## src/rtl/mem_sweep_initiator_pkg.sv

```systemverilog
// Shared types and constants for the memory sweep initiator.
package mem_sweep_initiator_pkg;

    localparam int unsigned DEPTH = 8;
    localparam int unsigned WIDTH = 32;
    localparam int unsigned CNT_W = 4;

    localparam logic MODE_COPY = 1'b0;
    localparam logic MODE_INC  = 1'b1;

    typedef enum logic [1:0] {
        IDLE = 2'd0,
        RUN  = 2'd1,
        DONE = 2'd2
    } state_e;

    // A zero count asks for a full sweep of the memory.
    function automatic logic [CNT_W-1:0] eff_count(input logic [CNT_W-1:0] cnt);
        return (cnt == '0) ? CNT_W'(DEPTH) : cnt;
    endfunction

endpackage

```

## src/rtl/mem_sweep_initiator_if.sv

```systemverilog
// Command, memory and response signals of the sweep initiator.
interface mem_sweep_initiator_if;
    import mem_sweep_initiator_pkg::*;

    logic             io_cmd_valid;
    logic             io_cmd_ready;
    logic             io_cmd_mode;
    logic [WIDTH-1:0] io_cmd_base;
    logic [CNT_W-1:0] io_cmd_count;

    logic             io_mem_write;
    logic             io_mem_enable;
    logic [WIDTH-1:0] io_mem_addr;
    logic [WIDTH-1:0] io_mem_out;

    logic             io_rsp_valid;
    logic             io_rsp_ready;
    logic [WIDTH-1:0] io_rsp_sum;

    // Initiator side.
    modport master (
        input  io_cmd_valid, io_cmd_mode, io_cmd_base, io_cmd_count,
        input  io_mem_out, io_rsp_ready,
        output io_cmd_ready, io_mem_write, io_mem_enable, io_mem_addr,
        output io_rsp_valid, io_rsp_sum
    );

    // Command source, memory and response sink side.
    modport slave (
        output io_cmd_valid, io_cmd_mode, io_cmd_base, io_cmd_count,
        output io_mem_out, io_rsp_ready,
        input  io_cmd_ready, io_mem_write, io_mem_enable, io_mem_addr,
        input  io_rsp_valid, io_rsp_sum
    );

endinterface

```

## src/rtl/mem_sweep_counter.sv

```systemverilog
// Sweep index counter with a registered terminal-count flag.
module mem_sweep_counter
    import mem_sweep_initiator_pkg::*;
(
    input  logic             clk,
    input  logic             reset,
    input  logic             load_i,
    input  logic [CNT_W-1:0] limit_i,
    input  logic             en_i,
    output logic [CNT_W-1:0] index_o,
    output logic             tc_o
);

    localparam int unsigned CMP_W = CNT_W + 1;

    logic [CNT_W-1:0] index_q;
    logic [CNT_W-1:0] limit_q;
    logic             tc_q;

    // Restart on load, advance once per issued access; tc_q marks the final index.
    always_ff @(posedge clk or posedge reset) begin
        if (reset) begin
            index_q <= '0;
            limit_q <= '0;
            tc_q    <= 1'b0;
        end else if (load_i) begin
            index_q <= '0;
            limit_q <= limit_i;
            tc_q    <= (limit_i == CNT_W'(1));
        end else if (en_i) begin
            index_q <= index_q + CNT_W'(1);
            tc_q    <= ((CMP_W'(index_q) + CMP_W'(2)) == CMP_W'(limit_q));
        end
    end

    assign index_o = index_q;
    assign tc_o    = tc_q;

endmodule

```

## src/rtl/mem_sweep_initiator.sv

```systemverilog
// Sweeps a word range of memory, incrementing or copying each word, and returns
// the sum of the pre-write values. The first RUN cycle registers the first access,
// so the bus sees exactly count access cycles followed by the response.
module mem_sweep_initiator
    import mem_sweep_initiator_pkg::*;
(
    input  logic                  clk,
    input  logic                  reset,
    mem_sweep_initiator_if.master bus
);

    state_e           state_q;
    logic             mode_q;
    logic [WIDTH-1:0] base_q;
    logic [WIDTH-1:0] sum_q;
    logic             last_q;
    logic             cmd_ready_q;
    logic             mem_write_q;
    logic             mem_enable_q;
    logic [WIDTH-1:0] mem_addr_q;
    logic             rsp_valid_q;
    logic [WIDTH-1:0] rsp_sum_q;

    logic             accept;
    logic             finish;
    logic             issue;
    logic [CNT_W-1:0] index;
    logic             tc;

    assign accept = (state_q == IDLE) && bus.io_cmd_valid && cmd_ready_q;
    assign finish = mem_write_q && last_q;
    assign issue  = (state_q == RUN) && !finish;

    mem_sweep_counter u_counter (
        .clk     (clk),
        .reset   (reset),
        .load_i  (accept),
        .limit_i (eff_count(bus.io_cmd_count)),
        .en_i    (issue),
        .index_o (index),
        .tc_o    (tc)
    );

    // Sweep control FSM with registered bus outputs and running sum.
    always_ff @(posedge clk or posedge reset) begin
        if (reset) begin
            state_q      <= IDLE;
            mode_q       <= MODE_COPY;
            base_q       <= '0;
            sum_q        <= '0;
            last_q       <= 1'b0;
            cmd_ready_q  <= 1'b1;
            mem_write_q  <= 1'b0;
            mem_enable_q <= 1'b0;
            mem_addr_q   <= '0;
            rsp_valid_q  <= 1'b0;
            rsp_sum_q    <= '0;
        end else begin
            mem_write_q  <= 1'b0;
            mem_enable_q <= 1'b0;
            mem_addr_q   <= '0;
            case (state_q)
                IDLE: begin
                    if (accept) begin
                        mode_q      <= bus.io_cmd_mode;
                        base_q      <= bus.io_cmd_base;
                        sum_q       <= '0;
                        last_q      <= 1'b0;
                        cmd_ready_q <= 1'b0;
                        state_q     <= RUN;
                    end
                end
                RUN: begin
                    if (mem_write_q) begin
                        sum_q <= sum_q + bus.io_mem_out;
                    end
                    if (finish) begin
                        rsp_valid_q <= 1'b1;
                        rsp_sum_q   <= sum_q + bus.io_mem_out;
                        state_q     <= DONE;
                    end else begin
                        mem_write_q  <= 1'b1;
                        mem_enable_q <= (mode_q == MODE_INC);
                        mem_addr_q   <= base_q + WIDTH'(index);
                        last_q       <= tc;
                    end
                end
                DONE: begin
                    if (bus.io_rsp_ready) begin
                        rsp_valid_q <= 1'b0;
                        cmd_ready_q <= 1'b1;
                        state_q     <= IDLE;
                    end
                end
                default: begin
                    state_q <= IDLE;
                end
            endcase
        end
    end

    assign bus.io_cmd_ready  = cmd_ready_q;
    assign bus.io_mem_write  = mem_write_q;
    assign bus.io_mem_enable = mem_enable_q;
    assign bus.io_mem_addr   = mem_addr_q;
    assign bus.io_rsp_valid  = rsp_valid_q;
    assign bus.io_rsp_sum    = rsp_sum_q;

endmodule

```

## src/flat_wrapper.sv

```systemverilog
// flat-port wrapper written by rule: the top's interface ports become plain ports
module mem_sweep_initiator_flat import mem_sweep_initiator_pkg::*;
  (clk, reset, bus_io_cmd_valid, bus_io_cmd_mode, bus_io_cmd_base, bus_io_cmd_count, bus_io_mem_out, bus_io_rsp_ready, bus_io_cmd_ready, bus_io_mem_write, bus_io_mem_enable, bus_io_mem_addr, bus_io_rsp_valid, bus_io_rsp_sum);
  mem_sweep_initiator_if bus_i ();
  input  logic clk;
  input  logic reset;
  input wire logic [$bits(bus_i.io_cmd_valid)-1:0] bus_io_cmd_valid;
  input wire logic [$bits(bus_i.io_cmd_mode)-1:0] bus_io_cmd_mode;
  input wire logic [$bits(bus_i.io_cmd_base)-1:0] bus_io_cmd_base;
  input wire logic [$bits(bus_i.io_cmd_count)-1:0] bus_io_cmd_count;
  input wire logic [$bits(bus_i.io_mem_out)-1:0] bus_io_mem_out;
  input wire logic [$bits(bus_i.io_rsp_ready)-1:0] bus_io_rsp_ready;
  output wire logic [$bits(bus_i.io_cmd_ready)-1:0] bus_io_cmd_ready;
  output wire logic [$bits(bus_i.io_mem_write)-1:0] bus_io_mem_write;
  output wire logic [$bits(bus_i.io_mem_enable)-1:0] bus_io_mem_enable;
  output wire logic [$bits(bus_i.io_mem_addr)-1:0] bus_io_mem_addr;
  output wire logic [$bits(bus_i.io_rsp_valid)-1:0] bus_io_rsp_valid;
  output wire logic [$bits(bus_i.io_rsp_sum)-1:0] bus_io_rsp_sum;
  assign bus_i.io_cmd_valid = bus_io_cmd_valid;
  assign bus_i.io_cmd_mode = bus_io_cmd_mode;
  assign bus_i.io_cmd_base = bus_io_cmd_base;
  assign bus_i.io_cmd_count = bus_io_cmd_count;
  assign bus_i.io_mem_out = bus_io_mem_out;
  assign bus_i.io_rsp_ready = bus_io_rsp_ready;
  assign bus_io_cmd_ready = bus_i.io_cmd_ready;
  assign bus_io_mem_write = bus_i.io_mem_write;
  assign bus_io_mem_enable = bus_i.io_mem_enable;
  assign bus_io_mem_addr = bus_i.io_mem_addr;
  assign bus_io_rsp_valid = bus_i.io_rsp_valid;
  assign bus_io_rsp_sum = bus_i.io_rsp_sum;
  mem_sweep_initiator u_core (.clk(clk), .reset(reset), .bus(bus_i));
endmodule
```

## config.mk

```make
export PLATFORM = sky130hd
export DESIGN_NAME = mem_sweep_initiator_flat
export DESIGN_NICKNAME = d
export VERILOG_FILES = /design/src/rtl/mem_sweep_initiator_pkg.sv /design/src/rtl/mem_sweep_initiator_if.sv /design/src/rtl/mem_sweep_counter.sv /design/src/rtl/mem_sweep_initiator.sv /design/src/flat_wrapper.sv
export SDC_FILE = /design/constraint.sdc
export NUM_CORES = 1
export LEC_CHECK = 0
export ABC_AREA = 1
export CAP_MARGIN = 20
export CELL_PAD_IN_SITES_DETAIL_PLACEMENT = 1
export CELL_PAD_IN_SITES_GLOBAL_PLACEMENT = 1
export CORE_MARGIN = 5
export CORE_UTILIZATION = 28
export DETAILED_ROUTE_END_ITERATION = 8
export PLACE_DENSITY_LB_ADDON = 0.12
export SYNTH_ARGS = -nofsm -noshare
export SYNTH_HDL_FRONTEND = slang
export SYNTH_SLANG_ARGS = --single-unit
```

## constraint.sdc

```tcl
create_clock -name clk -period 7.2 [get_ports clk]
set_clock_uncertainty 0.05 [all_clocks]
set_input_delay 1.44 -clock clk [delete_from_list [all_inputs] [get_ports clk]]
set_output_delay 1.44 -clock clk [all_outputs]
set_load 0.02 [all_outputs]
```

After elaboration in Yosys (flattened, before gate mapping)
Cells that the tools add are included.
{"block": "word_totals", "reg_bits": 145, "in_bits": 73, "output_inout_bits": 68}
{"block": "classes", "addsub": 4, "n_eq_ne": 9, "n_mux": 26, "n_reduce_logical": 18}
{"cell": "2-to-1 mux 32 bit", "n": 4}
{"cell": "case mux 32 bit (2 select lines)", "n": 1}
{"cell": "adder 32 bit", "n": 1}
{"cell": "adder 32 x 4 -> 32 bit", "n": 1}
{"cell": "AND reduction 3 bit", "n": 5}
{"cell": "2-to-1 mux 4 bit", "n": 3}
{"cell": "2-to-1 mux 1 bit", "n": 11}
{"cell": "nonzero test 2 bit", "n": 4}
{"cell": "2-to-1 mux 2 bit", "n": 3}
{"cell": "!= test 2 x 1 -> 1 bit, second input constant", "n": 3}
{"cell": "case mux 1 bit (2 select lines)", "n": 3}
{"cell": "case mux 2 bit (3 select lines)", "n": 1}
{"cell": "adder 4 x 2 -> 5 bit, second input constant", "n": 1}
{"cell": "== test 5 x 4 -> 1 bit", "n": 1}
{"cell": "adder 4 x 1 -> 4 bit, second input constant", "n": 1}
{"cell": "== test 4 x 1 -> 1 bit, second input constant", "n": 1}
{"cell": "logical AND 1 bit", "n": 4}
{"cell": "logical NOT 4 bit", "n": 1}
{"cell": "!= test 2 bit, second input constant", "n": 2}
{"cell": "AND reduction 2 bit", "n": 2}
{"cell": "== test 2 x 1 -> 1 bit, second input constant", "n": 1}
{"cell": "== test 2 bit, second input constant", "n": 1}
{"cell": "logical NOT 2 bit", "n": 1}
{"cell": "logical NOT 1 bit", "n": 1}

Longest topological paths before layout
{"block": "logic_depth", "word_depth": 5, "mapped_depth": 12, "ltp_nobuf": 12}

By module
Synthesis repeated with hierarchy kept, for this count alone.
{"block": "unflattened", "cells_unflattened": 1220, "area_unflattened_um2": 8635.8}
{"module": "mem_sweep_initiator", "instances": 1, "cells_per_inst": 1153, "area_each_um2": 8137.8}
{"module": "mem_sweep_counter", "instances": 1, "cells_per_inst": 67, "area_each_um2": 498.0}

Worst setup path before layout
No wires, ideal clock.
{"block": "synth_timing", "path_kind": "input-to-reg", "startpoint": "input port bus_io_mem_out[0]", "endpoint": "register u_core.sum_q[28]", "t_arrival_ps": 2762, "setup_slack_ps": 4270, "path_stages": 10, "n_path_buf": 0, "cell_sequence": "ha_1 fa_1 nand3_1 nand3_1 nand3_1 nand3_1 nand2_1 nand3_1 nand3_1 nand2_1"}
{"block": "synth_via", "elab_chain_cells": 3}
{"item": "start: declaration", "line": "flat_wrapper.sv:11", "text": "input wire logic [$bits(bus_i.io_mem_out)-1:0] bus_io_mem_out;"}
{"item": "adder 32 bit", "line": "mem_sweep_initiator.sv:75", "text": "sum_q <= sum_q + bus.io_mem_out;"}
{"item": "2-to-1 mux 32 bit", "line": "mem_sweep_initiator.sv:74", "text": "if (mem_write_q) begin"}
{"item": "case mux 32 bit (2 select lines)", "line": "mem_sweep_initiator.sv:62", "text": "case (state_q)"}
{"item": "end signal: assignment", "line": "mem_sweep_initiator.sv:75"}
{"item": "end: declaration", "line": "mem_sweep_initiator.sv:15", "text": "logic [WIDTH-1:0] sum_q;"}
Every way passes these cells. The select of a mux whose other input is x is not followed.
A chain may end at the register's enable or synchronous reset.

Worst setup path after layout
Ends and elaborated chain as after synthesis.

==> out/metrics.yaml <==
run_status:
  status: "complete, no violations"
synth:
  synth_edf_count: 0
  synth_cells: 1216
  yosysSeqAreaShare_pct: 42.5
  syn-cell-area_mm2: 0.00854
  yosys.area_share.simple_pct: 34.4
  synth_fa_ha_area_share_pct: 5.89
  synth_ff_type: "dfrtp_1"
  async_flop_share_pct: 100
  syn_nets: 1328
  yosys_warnings: 0
  netlist-cell-type-count: 32
  synth_seq_cells: 145
  synth_xor_area_share_pct: 1.85
  synth_compound_area_share_pct: 6.97
  synth_top_family_by_area: "simple AND/OR/NAND/NOR gates"
  synth.avg_cell_area_um2: 7.03
  synthMuxAreaShare_pct: 0
layout:
  insertedDiodeCount: 0
  fin_util_pct: 36.0
  final_area_mm2: 0.0109
  area_growth_pct: 28.0
  nFillCells: 3769
  num-nets-final: 1467
  drive_gt1_share_pct: 4.39
grt:
  use_met3_pct: 2.88
  track_usage_pct: 17.6
  antenna_found_initial: 0
  gr-total-overflow: 0
  grt_pass1_vias: 8525
  busiest_layer: "met2"
  grt_pass1_wl_mm: 46.9
  use_met1_pct: 23.4
  grt_max_degree: 99
  use_met2_pct: 30.6
setup_path:
  worstPathCellList: "clkdlybuf4s50_1 -> ha_1 -> fa_1 -> nand3_1 -> nand3_1 -> nand3_1 -> nand3_1 -> nand2_1 -> nand3_1 -> nand3_1 -> nand2_1"
  cp_common_cell: "nand3_1"
  crit_type: "in -> reg"
  cp.required_ns: 7.46
  crit_path_end_kind: "flop"
  cp-start-kind: "primary input"
  critPathTopFamily: "simple AND/OR/NAND/NOR gates"
  cp_slowest_cell: "fa_1"
  critPathMaxStageDelay_ns: 0.44
  worstPathArrival_ns: 3.58
  crit_buf_inv: 1
  cp_max_fo: 4
routing:
  via_per_inst: 4.54
  detail_route.wl_per_cell_um: 16.6
  via_count: 8016
  dr.pass1.iters: 4
  ant_nets: 0
  drt_first_iter_violations: 346
  drc: 0
  routed_wl_mm: 29.2
clock_tree:
  cts_setup_buffers: 0
  cts-root-buf: "clkbuf_16"
  cts_buffers: 17
  clkTransAtPathRegs_ns: 0.06
  cts_resized: 0
  cts_tree: "built"
  cts_sinks: 145
  clk_latency_ns: 0.43
  ctsHoldBuffers: 0
  h-tree-depth: 4
  cts_buffer_depth: 2
pwr:
  power_density_mw_per_mm2: 405
  combPwrFrac_pct: 48.5
  p_int_mw: 2.42
  irDropWorstVdd_mv: 0.148
  switchingPower_mw: 2.01
  pwr-share-seq_pct: 31.7
  p_clk_share_pct: 19.8
  leakage_nw: 5.60
  switching_share_pct: 45.3
floorplan:
  start_util_pct: 28.1
  die_y_um: 185
  io_pins: 141
  fp.dieArea_mm2: 0.0341
  die_w_um: 185
  core-area_mm2: 0.0303
  rows: 64
timing:
  slew_headroom_pct: 35.4
  min_period_over_period_pct: 46.1
  hold_viol: 0
  fmax_ghz: 0.301
  fin_setup_tns_ns: 0
  fin_crit_ns: 3.32
  holdWs_ns: 0.428
  finalMaxSlewViolations: 0
  setup_violations: 0
  grt_setup_unrepaired: "false"
  worst_slack_ns: 3.88
  worst_slew_pin_slew_ns: 0.967
hold_path:
  hold_path_class: "reg -> reg"
place:
  preCtsSetupSlack_ns: 3.44
  io_buffers: 140
  globalplace.congestion: 0.884
  dpl-instance-area_mm2: 0.0104
  dp_hpwl_mm: 22.5
run:
  drv_cap: 0
registers in the layout (all words and copies together), names as in the netlist, 2 cells and up:
name / cells
u_core.u_counter.limit_q: 4
u_core.base_q: 32
u_core.state_q: 2
u_core.bus.io_mem_addr: 32
u_core.u_counter.index_o: 4
u_core.sum_q: 32
u_core.bus.io_rsp_sum: 32
cell usage in the layout, fill, tap and decap left out, types with 18 or more instances in the layout:
| cell type | Yosys | layout |
|---|---|---|
| nand2_1 | 485 | 485 |
| inv_1 | 159 | 157 |
| dfrtp_1 | 144 | 144 |
| clkdlybuf4s50_1 | 0 | 140 |
| nand3_1 | 91 | 91 |
| nor2_1 | 84 | 84 |
| o21ai_0 | 62 | 62 |
| a21oi_1 | 43 | 43 |
| ha_1 | 37 | 37 |
| nor3_1 | 18 | 18 |
logic make-up (layout without fill, tap and decap cells):
family	count (synthesis)	count (layout)
simple gates	712	712
buf+inv	187	339
flops	145	145
compound gates	115	115
fa+ha+maj	39	39
xor+xnor	18	18
routing by layer:
layer	part of all wire, %	routed length [µm]	up-vias
li1	-	-	4091
met1	47	13700	3806
met2	49	14400	106
met3	3.0	876	13
met4	0.74	215	0
met5	0	0	-
cells in the mapped netlist (2+ instances only):
cell type / instances / area share (%)
nor2_4: 4 / 0.53
nor3_1: 18 / 1.1
clkbuf_1: 10 / 0.44
a31oi_1: 2 / 0.15
a211oi_1: 3 / 0.26
nand2_1: 485 / 21
inv_2: 5 / 0.22
a21oi_1: 43 / 2.5
nand3b_1: 5 / 0.44
or2_2: 2 / 0.15
inv_1: 159 / 7.0
nor2_2: 3 / 0.22
nor2_1: 84 / 3.7
xnor2_1: 8 / 0.82
nand4_1: 9 / 0.66
o21ai_0: 62 / 3.6
nor3_2: 4 / 0.47
nand3_1: 91 / 5.3
dfrtp_1: 144 / 42
xor2_1: 10 / 1.0
buf_2: 12 / 0.70
o21bai_1: 2 / 0.18
fa_1: 2 / 0.47
nand2_2: 5 / 0.37
ha_1: 37 / 5.4
worst reg2reg max path, stage by stage (launching register included):
cell and delay (ns):
dfrtp_1 0.38, inv_1 0.09, nor2_2 0.06, nand2_1 0.36, inv_2 0.40, nor2_4 0.86
nand2_1 0.15, nand2_1 0.11
metrics by stage:
step	instances	power (mW)
floorplan	1216	2.76
global placement	1732	3.57
detailed placement	1732	3.60
CTS	1764	4.51
global route	1764	4.83
finish	1764	4.43
worst paths after layout:
| kind | startpoint | to | slack [ns] | cells after the start |
|---|---|---|---|---|
| worst max register to register | u_core.state_q[0] | u_core.sum_q[28] | 4.68 | 7 |
| max in group asynchronous | reset | u_core.base_q[5] | 4.42 | 3 |
| min in group asynchronous | reset | u_core.bus.io_rsp_sum[25] | 1.52 | 2 |
| worst min register to register | u_core.bus.io_rsp_sum[19] | u_core.bus.io_rsp_sum[19] | 0.43 | 2 |
| worst max-delay path | bus_io_mem_out[0] | u_core.sum_q[28] | 3.88 | 11 |
| worst min-delay path | u_core.bus.io_rsp_sum[19] | u_core.bus.io_rsp_sum[19] | 0.43 | 2 |
area by class of cell:
class | instances | area (µm²) | share of cell area, %
clock buffers | 19 | 453 | 4.14
repair buffers | 143 | 1420 | 13.0
flip-flops and latches | 145 | 3630 | 33.2
well taps | 396 | 495 | 4.53
multi-input cells | 884 | 4200 | 38.4
inverters | 164 | 621 | 5.67
clock inverters | 13 | 118 | 1.08
power groups by stage:
stage	Sequential (mW)	Combinational, mW	Clock, mW
after floorplan	1.51	1.25	0
after global placement	1.42	2.16	0
after detailed placement	1.42	2.18	0
after CTS	1.41	2.19	0.904
after global routing	1.45	2.44	0.941
final	1.41	2.15	0.879
Power figures use the tool's default switching activity.
